**src/rtl/cone_sched_pkg.sv**
```systemverilog
// Shared FSM encoding and operand-field constants for the cone evaluation scheduler.
package cone_sched_pkg;

    typedef enum logic [1:0] {
        IDLE = 2'd0,
        EVAL = 2'd1,
        RESP = 2'd2
    } state_t;

    localparam int OP_W   = 5;
    localparam int N0_BIT = 0;
    localparam int N1_BIT = 1;
    localparam int N2_BIT = 2;
    localparam int N3_BIT = 3;
    localparam int N4_BIT = 4;

endpackage

```
**src/rtl/cone_eval_unit.sv**
```systemverilog
// Combinational 5-input timing cone: NAND2(n4,n3) and NOR2(n1,n0) feed an AOI21
// whose OR leg is INV(n2), giving Y = ~((~(n4&n3) & ~(n1|n0)) | ~n2).
module cone_eval_unit
    import cone_sched_pkg::*;
(
    input  logic [OP_W-1:0] op,
    output logic            y
);

    logic nand_n43;
    logic nor_n10;
    logic inv_n2;

    assign nand_n43 = ~(op[N4_BIT] & op[N3_BIT]);
    assign nor_n10  = ~(op[N1_BIT] | op[N0_BIT]);
    assign inv_n2   = ~op[N2_BIT];
    assign y        = ~((nand_n43 & nor_n10) | inv_n2);

endmodule

```
**src/rtl/cone_eval_scheduler.sv**
```systemverilog
// Round-robin scheduler sharing one cone_eval_unit among NUM_REQ requesters.
// Defining CONE_EVAL_STATS_EN adds per-requester saturating grant counters (grant_cnt).
module cone_eval_scheduler
    import cone_sched_pkg::*;
#(
    parameter int NUM_REQ = 4,
    parameter int ID_W    = $clog2(NUM_REQ)
`ifdef CONE_EVAL_STATS_EN
    , parameter int CNT_W = 16
`endif
) (
    input  logic                    clk,
    input  logic                    rst,
    input  logic [NUM_REQ-1:0]      req_valid,
    input  logic [NUM_REQ*OP_W-1:0] req_op,
    output logic [NUM_REQ-1:0]      req_ready,
    output logic                    rsp_valid,
    input  logic                    rsp_ready,
    output logic [ID_W-1:0]         rsp_id,
    output logic                    rsp_data,
    output logic                    busy
`ifdef CONE_EVAL_STATS_EN
    , output logic [NUM_REQ*CNT_W-1:0] grant_cnt
`endif
);

    localparam logic [ID_W:0]   NUM_REQ_W = (ID_W+1)'(NUM_REQ);
    localparam logic [ID_W-1:0] LAST_IDX  = ID_W'(NUM_REQ - 1);

    state_t          state_q, state_d;
    logic [ID_W-1:0] rr_ptr_q, rr_ptr_d;
    logic [ID_W-1:0] rsp_id_q, rsp_id_d;
    logic [OP_W-1:0] op_q, op_d;
    logic            rsp_data_q, rsp_data_d;
    logic            cone_y;

    logic [NUM_REQ-1:0] valid_rot;
    logic [ID_W-1:0]    pick_rot;
    logic [ID_W:0]      grant_sum;
    logic [ID_W-1:0]    grant_idx;
    logic               any_valid;
    logic               grant_fire;

    // Rotate so rr_ptr sits at bit 0, pick the lowest set bit, then rotate the index back.
    assign valid_rot = NUM_REQ'({req_valid, req_valid} >> rr_ptr_q);
    assign any_valid = |req_valid;

    always_comb begin
        pick_rot = '0;
        for (int i = NUM_REQ - 1; i >= 0; i--) begin
            if (valid_rot[i]) pick_rot = ID_W'(i);
        end
    end

    assign grant_sum  = {1'b0, pick_rot} + {1'b0, rr_ptr_q};
    assign grant_idx  = (grant_sum >= NUM_REQ_W) ? ID_W'(grant_sum - NUM_REQ_W)
                                                 : grant_sum[ID_W-1:0];
    assign grant_fire = (state_q == IDLE) && any_valid;

    cone_eval_unit u_cone (
        .op (op_q),
        .y  (cone_y)
    );

    always_comb begin
        // NOTE: every signal written here gets a default first, so no path can infer a latch.
        state_d    = state_q;
        rr_ptr_d   = rr_ptr_q;
        rsp_id_d   = rsp_id_q;
        op_d       = op_q;
        rsp_data_d = rsp_data_q;
        req_ready  = '0;
        case (state_q)
            IDLE: begin
                if (any_valid) begin
                    req_ready[grant_idx] = 1'b1;
                    op_d                 = req_op[grant_idx*OP_W +: OP_W];
                    rsp_id_d             = grant_idx;
                    rr_ptr_d             = (grant_idx == LAST_IDX) ? '0 : grant_idx + 1'b1;
                    state_d              = EVAL;
                end
            end
            EVAL: begin
                rsp_data_d = cone_y;
                state_d    = RESP;
            end
            RESP: begin
                if (rsp_ready) state_d = IDLE;
            end
            default: state_d = IDLE;
        endcase
    end

    // NOTE: state uses non-blocking assignments only; the operand register is reset too so
    // the cone never sees X after reset, even though its value is unused until the next grant.
    always_ff @(posedge clk) begin
        if (rst) begin
            state_q    <= IDLE;
            rr_ptr_q   <= '0;
            rsp_id_q   <= '0;
            op_q       <= '0;
            rsp_data_q <= 1'b0;
        end else begin
            state_q    <= state_d;
            rr_ptr_q   <= rr_ptr_d;
            rsp_id_q   <= rsp_id_d;
            op_q       <= op_d;
            rsp_data_q <= rsp_data_d;
        end
    end

    assign rsp_valid = (state_q == RESP);
    assign rsp_id    = rsp_id_q;
    assign rsp_data  = rsp_data_q;
    assign busy      = (state_q != IDLE);

`ifdef CONE_EVAL_STATS_EN
    logic [NUM_REQ-1:0][CNT_W-1:0] grant_cnt_q, grant_cnt_d;

    always_comb begin
        grant_cnt_d = grant_cnt_q;
        if (grant_fire && (grant_cnt_q[grant_idx] != '1)) begin
            grant_cnt_d[grant_idx] = grant_cnt_q[grant_idx] + 1'b1;
        end
    end

    always_ff @(posedge clk) begin
        if (rst) grant_cnt_q <= '0;
        else     grant_cnt_q <= grant_cnt_d;
    end

    assign grant_cnt = grant_cnt_q;
`else
    logic unused_grant_fire;
    assign unused_grant_fire = grant_fire;
`endif

endmodule
```
**config.mk**
```make
export PLATFORM = sky130hd
export DESIGN_NAME = cone_eval_scheduler
export DESIGN_NICKNAME = d
export VERILOG_FILES = /design/src/rtl/cone_sched_pkg.sv /design/src/rtl/cone_eval_unit.sv /design/src/rtl/cone_eval_scheduler.sv
export SDC_FILE = /design/constraint.sdc
export NUM_CORES = 1
export LEC_CHECK = 0
export ABC_AREA = 1
export CORE_MARGIN = 2
export CORE_UTILIZATION = 37
export DETAILED_ROUTE_END_ITERATION = 7
export PLACE_DENSITY = 0.74
export SLEW_MARGIN = 20
export SYNTH_ARGS = -nofsm -noshare
export SYNTH_HDL_FRONTEND = slang
export SYNTH_SLANG_ARGS = --single-unit
```
**constraint.sdc**
```tcl
create_clock -name clk -period 2.1 [get_ports clk]
set_input_delay 0.42 -clock clk [delete_from_list [all_inputs] [get_ports clk]]
set_output_delay 0.42 -clock clk [all_outputs]
set_load 0.02 [all_outputs]
```
==> results of run 1 <==
[state kept, by name, indices dropped and copies added, names as in the netlist]
signal,count
op_q,5
rr_ptr_q,2
rsp_id,2
state_q,2
rsp_data,1
[metrics by stage]
| step | area (µm²) | power [mW] | util | setup TNS, ns |
|---|---|---|---|---|
| 2_1_floorplan | 906 | 1.67 | - | -0.223 |
| 3_3_place_gp | 1400 | 2.32 | 0.638 | -8.27 |
| 3_5_place_dp | 1400 | 2.35 | 0.638 | -9.09 |
| 4_1_cts | 1580 | 2.96 | 0.721 | -2.25 |
| 5_1_grt | 1710 | 3.64 | 0.780 | -3.74 |
| 6_report | 1710 | 3.37 | 0.780 | -2.62 |
[synthesized netlist by cell type, drive strengths merged]
cell type	instances	share of area
nand3	21	0.14
nor2	9	0.040
o211ai	1	0.0089
clkbuf	1	0.016
ha	2	0.030
inv	12	0.053
dfxtp	12	0.28
o21ai	2	0.012
xor2	1	0.019
nor4	1	0.0074
nand2	33	0.17
a21boi	1	0.0089
clkinv	1	0.0044
a21oi	10	0.059
buf	2	0.015
nor3	1	0.0059
a211o	1	0.010
mux2i	10	0.12
[routing by layer]
layer	vias to the layer above	part of all wire
met5	-	0
met4	0	0.020
met3	6	0.054
met2	33	0.54
met1	484	0.39
li1	536	-
[kinds of logic (layout without fill, tap and decap cells)]
family                     count (synthesis)  in the layout
muxes                                     10             10
and+or+nand+nor                           65             65
DFF                                       12             12
adders and majority gates                  2              2
AOI/OAI and AO/OA                         15             15
xor gates and xnor gates                   1              1
buffers and inverters                     16             80
[repair_timing]
item	CTS	global route
resized for setup	46	32
setup endpoints to repair	12	12
endpoints found under the hold margin	0	0
buffers inserted	9	2
pin swaps	12	17
[power groups by stage]
stage | Clock, mW | Sequential (mW) | Combinational (mW)
after floorplan | 0 | 0.394 | 1.28
after global placement | 0 | 0.379 | 1.94
after detailed placement | 0 | 0.383 | 1.97
after CTS | 0.156 | 0.392 | 2.41
after global routing | 0.164 | 0.409 | 3.07
final | 0.149 | 0.400 | 2.82
[worst max-delay path, delay by kind of cell]
kind,cells,cell delay [ns]
xor gates and xnor gates,1,0.19
adders and majority gates,1,0.23
and+or+nand+nor,6,0.67
buffers and inverters,4,0.57
AOI/OAI and AO/OA,1,0.15
[final timing paths]
| check | startpoint | endpoint | slack [ns] | depth (start not counted) |
|---|---|---|---|---|
| worst min register to register | op_q[3] | op_q[3] | 0.46 | 2 |
| worst max register to register | rr_ptr_q[0] | op_q[4] | -0.06 | 14 |
| worst max-delay path | req_valid[2] | req_ready[1] | -0.58 | 13 |
| worst min-delay path | op_q[3] | op_q[3] | 0.46 | 2 |
[final cells by class]
cell class	count	area, µm²	area share
tap	28	35.0	0.0205
inverter	13	58.8	0.0344
timing repair buffer	63	597	0.349
clock buffer	4	26.3	0.0154
sequential	12	248	0.145
multi-input combinational	93	744	0.436
==> impl_results.md, run 1 <==
- N_diodes: 0
- Global-route wire length before repair: 4600 µm
- Post-CTS Hold Fix Bufs: 0
- Initial Util: 0.387
- TritonCTS clock tree: built
- Die width: 51.8 µm
- Fill cell count: 156
- Critical path, cell by cell: clkdlybuf4s15_1 > nand2_1 > nand3_2 > nand3_2 > a21boi_2 > ha_2 > xor2_4 > inv_2 > nand3_4 > buf_6 > nand3_4 > nor2_4 > buf_6
- Crit end category: output port
- Die Footprint: 2690 µm²
- Final Max Tran Viols: 0
- Syn_area_per_cell: 7.00 µm²
- Simple-gate share of the synthesized area: 0.362
- Gr usage total: 0.230
- Compound-Gate Fraction of Synth Area: 0.0990
- Adder-Cell Fraction of Synth Area: 0.0295
- Seq/Total Area, Yosys: 0.284
- Layout Area Growth over Synthesis: 102%
- Pint: 1.84 mW
- Power per standard cell area: 1970 nW/µm²
- RSZ-0062 raised after global routing: true
- Worst-path clk slew: 0.06 ns
- Initial antenna violation count: 0
- Met3 Use GR: 0.0603
- Slowest CP cell: clkdlybuf4s15_1
- DR vias: 1059
- Most common cell after layout, fill and taps aside: clkdlybuf4s50_1
- Startpoint types: input pin
- Placed insts: 199
- Drc violations: 0
- First-pass iteration count of the detailed router: 4
- Die height: 51.8 µm
- Max Cap Viol: 0
- Busiest metal layer after global routing: met2
- RD Place Congestion: 0.747
- GR Util met2: 0.447
- Critical Path RT: 1.68 ns
- Nets@finish: 215
- Sw Ratio: 0.455
- Clock Power Share: 0.044
- Comb pwr share: 0.837
- Share of post-route cells with drive strength above 1: 0.465
- Final min period: 2.68 ns
- Worst endpoint data arrival time: 2.26 ns
- Fin worst setup slack: -0.577 ns
- WHS: 0.464 ns
- Insertion delay to the later sink of the worst-skew pair: 0.28 ns
- Crit path max fanout: 3
- DR WL/cell: 13.3 µm
- Syn Nets: 150
- Critical Path Max Stage Delay: 0.27 ns
- Failing checks: negative setup slack
- Final global-route overflow total: 0
- Commonest cells after routing, fill and taps aside: 27 x clkdlybuf4s50_1, 22 x buf_4, 20 x nand2_1
- Leakage power: 0.763 nW
- Vias in the first global route: 1113
- Initial drt markers: 13
- Port bufs: 35
- Site Rows: 17
- Slew @ Worst Pin: 0.423 ns
- Clk root buf: clkbuf_4
- Relative slew slack: 0.717
- Final hold violations: 0
- Core footprint: 2190 µm²
- # H-tree levels: 1
- Flop and latch count out of synthesis: 12
- Post-Syn Area: 847 µm²
- Syn. warnings: 0
- XOR/XNOR Fraction of Synth Area: 0.0192
- IO Pins: 36
- Critical path type: in2out
- M1 GR Usage: 0.238
- Pin count of the biggest net entering global routing: 11
- Sink Count: 12
- Largest family of logic cells by synthesized area: simple AND/OR/NAND/NOR gates
- FMAX: 374 MHz
- Sw power: 1.53 mW
- Final Setup Violations: 11
- CTS Buffer Depth: 2
- Cell count after synthesis: 121
- Cell variety after synth: 23
- Run status: finished with violations
- Layout Skew: 0.00734 ns
- HPWL after detailed placement: 1860 µm
- Wirelength, routed: 2830 µm
- Mux contribution to synthesized area: 0.118
- Worst vdd ir: 1.38 mV
- Via density: 4.97
- Worst hold path type: reg2reg
- Number of routed nets with antenna violations: 0
- Non-Filler Instances: 213
- Sequential power share: 0.119
- Final worst-path cycle share: 1.27
- Place WS: -1.22 ns
- Num CTS Buffers: 3
Note: power is estimated with default switching activity, not from simulation.
==> run 2: changes to the inputs <==
CORE_ASPECT_RATIO = 1.5   (was unset)
SKIP_LAST_GASP = 1   (was unset)
==> impl_results.md, run 2 (same netlist as run 1, synthesis figures left out) <==
- Run status: finished with violations
- Failing checks: negative setup slack
- Worst-path clk slew: 0.07 ns (about the same)
- Insertion delay to the later sink of the worst-skew pair: 0.26 ns (-0.02 ns)
- Finished Core Util: 0.713 (-0.0670)
- Core footprint: 2210 µm² (+0.74%)
- Slew @ Worst Pin: 0.546 ns (+0.123 ns)
- Die height: 62.6 µm (+21%)
- FMAX: 390 MHz (+4.5%)
- Port bufs: 35 (unchanged)
- Final Setup Violations: 4 (-7)
- Number of routed nets with antenna violations: 0 (unchanged)
- Pin count of the biggest net entering global routing: 11 (unchanged)
- DR WL/cell: 12.5 µm (-5.4%)
- Power per standard cell area: 1900 nW/µm² (-3.5%)
- Nets@finish: 208 (-3.3%)
- Relative slew slack: 0.635 (-0.0822)
- # H-tree levels: 1 (unchanged)
- Layout Skew: 0.00293 ns (-0.00441 ns)
- Worst endpoint data arrival time: 2.14 ns (-0.12 ns)
- Via density: 5.00 (+0.67%)
- Crit path max fanout: 7 (+4)
- N_diodes: 0 (unchanged)
- Initial antenna violation count: 0 (unchanged)
- Final min period: 2.56 ns (-0.114 ns)
- Max Cap Viol: 0 (unchanged)
- Most common cell after layout, fill and taps aside: clkdlybuf4s50_1
- Sequential power share: 0.129 (+0.010)
- Clock Power Share: 0.059 (+0.015)
- Crit end category: output port
- Vias in the first global route: 1024 (-8.0%)
- Worst vdd ir: 0.946 mV (-31%)
- Global-route wire length before repair: 4130 µm (-10%)
- Gr usage total: 0.192 (-0.0382)
- Pint: 1.64 mW (-11%)
- HPWL after detailed placement: 1910 µm (+2.8%)
- Commonest cells after routing, fill and taps aside: 27 x clkdlybuf4s50_1, 21 x nand2_1, 19 x buf_4
- Drc violations: 0 (unchanged)
- Register-to-register setup slack: 0.07 ns (+0.13 ns)
- Layout Area Growth over Synthesis: 85.8%
- Initial Util: 0.384 (-0.00285)
- Worst hold path type: reg2reg
- DR vias: 1006 (-5.0%)
- Fin worst setup slack: -0.462 ns (+0.114 ns)
- Critical Path RT: 1.68 ns (about the same)
- Site Rows: 21 (+4)
- TritonCTS clock tree: built
- Final global-route overflow total: 0 (unchanged)
- Sw Ratio: 0.452 (-0.00302)
- First-pass iteration count of the detailed router: 3 (-1)
- Wirelength, routed: 2520 µm (-11%)
- Comb pwr share: 0.812 (-0.025)
- CTS Buffer Depth: 2 (unchanged)
- Die Footprint: 2700 µm² (+0.30%)
- Sink Count: 12 (unchanged)
- Num CTS Buffers: 3 (unchanged)
- Total power: 2.99 mW (-11%)
- Max reg flops: 5 (unchanged)
- Die width: 43.1 µm (-17%)
- Final Max Tran Viols: 0 (unchanged)
- Final worst-path cycle share: 1.22 (-0.0543)
- Clk root buf: clkbuf_4
- Sw power: 1.35 mW (-12%)
- Initial drt markers: 21 (+8)
- Largest Register: op_q
- Share of post-route cells with drive strength above 1: 0.365 (-0.0997)
- IO Pins: 36 (unchanged)
- Startpoint types: flip-flop
- RD Place Congestion: 0.763 (+2.2%)
- Critical path type: reg2out
- Leakage power: 0.710 nW (-7.0%)
- RSZ-0062 raised after global routing: true
- Final hold violations: 0 (unchanged)
-- run 2: cell types whose count changed in the layout (fill, tap and decap cells not counted), sizes merged --
cell           previous run  this run
buf                      32        25
clkdlybuf4s15             4         3
dlygate4sd2               0         1
-- run 2: timing repair --
action                                  4_1_cts  5_1_grt
endpoints found under the setup margin       12       11
gates resized for setup                      46       13
endpoints found under the hold margin         0        0
setup buffers                                 3        1
hold buffers                                  0        0
pin swaps                                    10        1
-- run 2: final cells by class --
cell class	instances	area (µm²)
repair buffers	56	523
well taps	23	28.8
flip-flops and latches	12	245
clock buffers	4	36.3
inverters	13	56.3
multi-input cells	93	684
fillers	172	633
-- run 2: power groups by stage --
stage | Clock, mW | Sequential (mW) | Combinational (mW)
finish | 0.177 | 0.386 | 2.43
detailed placement | 0 | 0.379 | 2.01
floorplan | 0 | 0.394 | 1.28
CTS | 0.182 | 0.381 | 2.24
global placement | 0 | 0.375 | 1.98
global route | 0.193 | 0.395 | 2.63
-- run 2: routing by layer --
metal	up-vias	routed length, µm	track usage
met1	463	876	0.195
met5	-	0	0
met3	6	62	0.0231
met4	0	35	0.0379
met2	22	1550	0.394
li1	515	-	-
-- run 2: final timing paths --
check                                 start           end  depth (start not counted)
worst max-delay path            rr_ptr_q[0]  req_ready[3]                         15
worst min register to register      op_q[1]       op_q[1]                          2
worst max register to register  rr_ptr_q[0]       op_q[2]                         15
worst min-delay path                op_q[1]       op_q[1]                          2
-- run 2: worst max-delay path: stages (launching register included) --
cell	delay (ns)
dfxtp_4	0.41
inv_6	0.06
nand2_4	0.06
nand3_2	0.08
nand2_2	0.09
nand3_2	0.07
a21boi_2	0.16
ha_4	0.18
xor2_4	0.19
inv_2	0.06
nand3_4	0.08
nand2_4	0.08
ha_4	0.16
inv_4	0.05
nor2_4	0.03
buf_6	0.12
-- run 2: stage by stage --
| stage | setup TNS (ns) | std cells | hold slack [ns] | worst slack (ns) | cell area [µm²] |
|---|---|---|---|---|---|
| 2_1_floorplan | -0.223 | 121 | 0.444 | -0.101 | 906 |
| 3_3_place_gp | -8.42 | 193 | 0.454 | -1.13 | 1380 |
| 3_5_place_dp | -8.99 | 193 | 0.463 | -1.17 | 1380 |
| 4_1_cts | -1.72 | 200 | 0.473 | -0.462 | 1500 |
| 5_1_grt | -2.26 | 201 | 0.492 | -0.550 | 1570 |
| 6_report | -1.79 | 201 | 0.472 | -0.462 | 1570 |
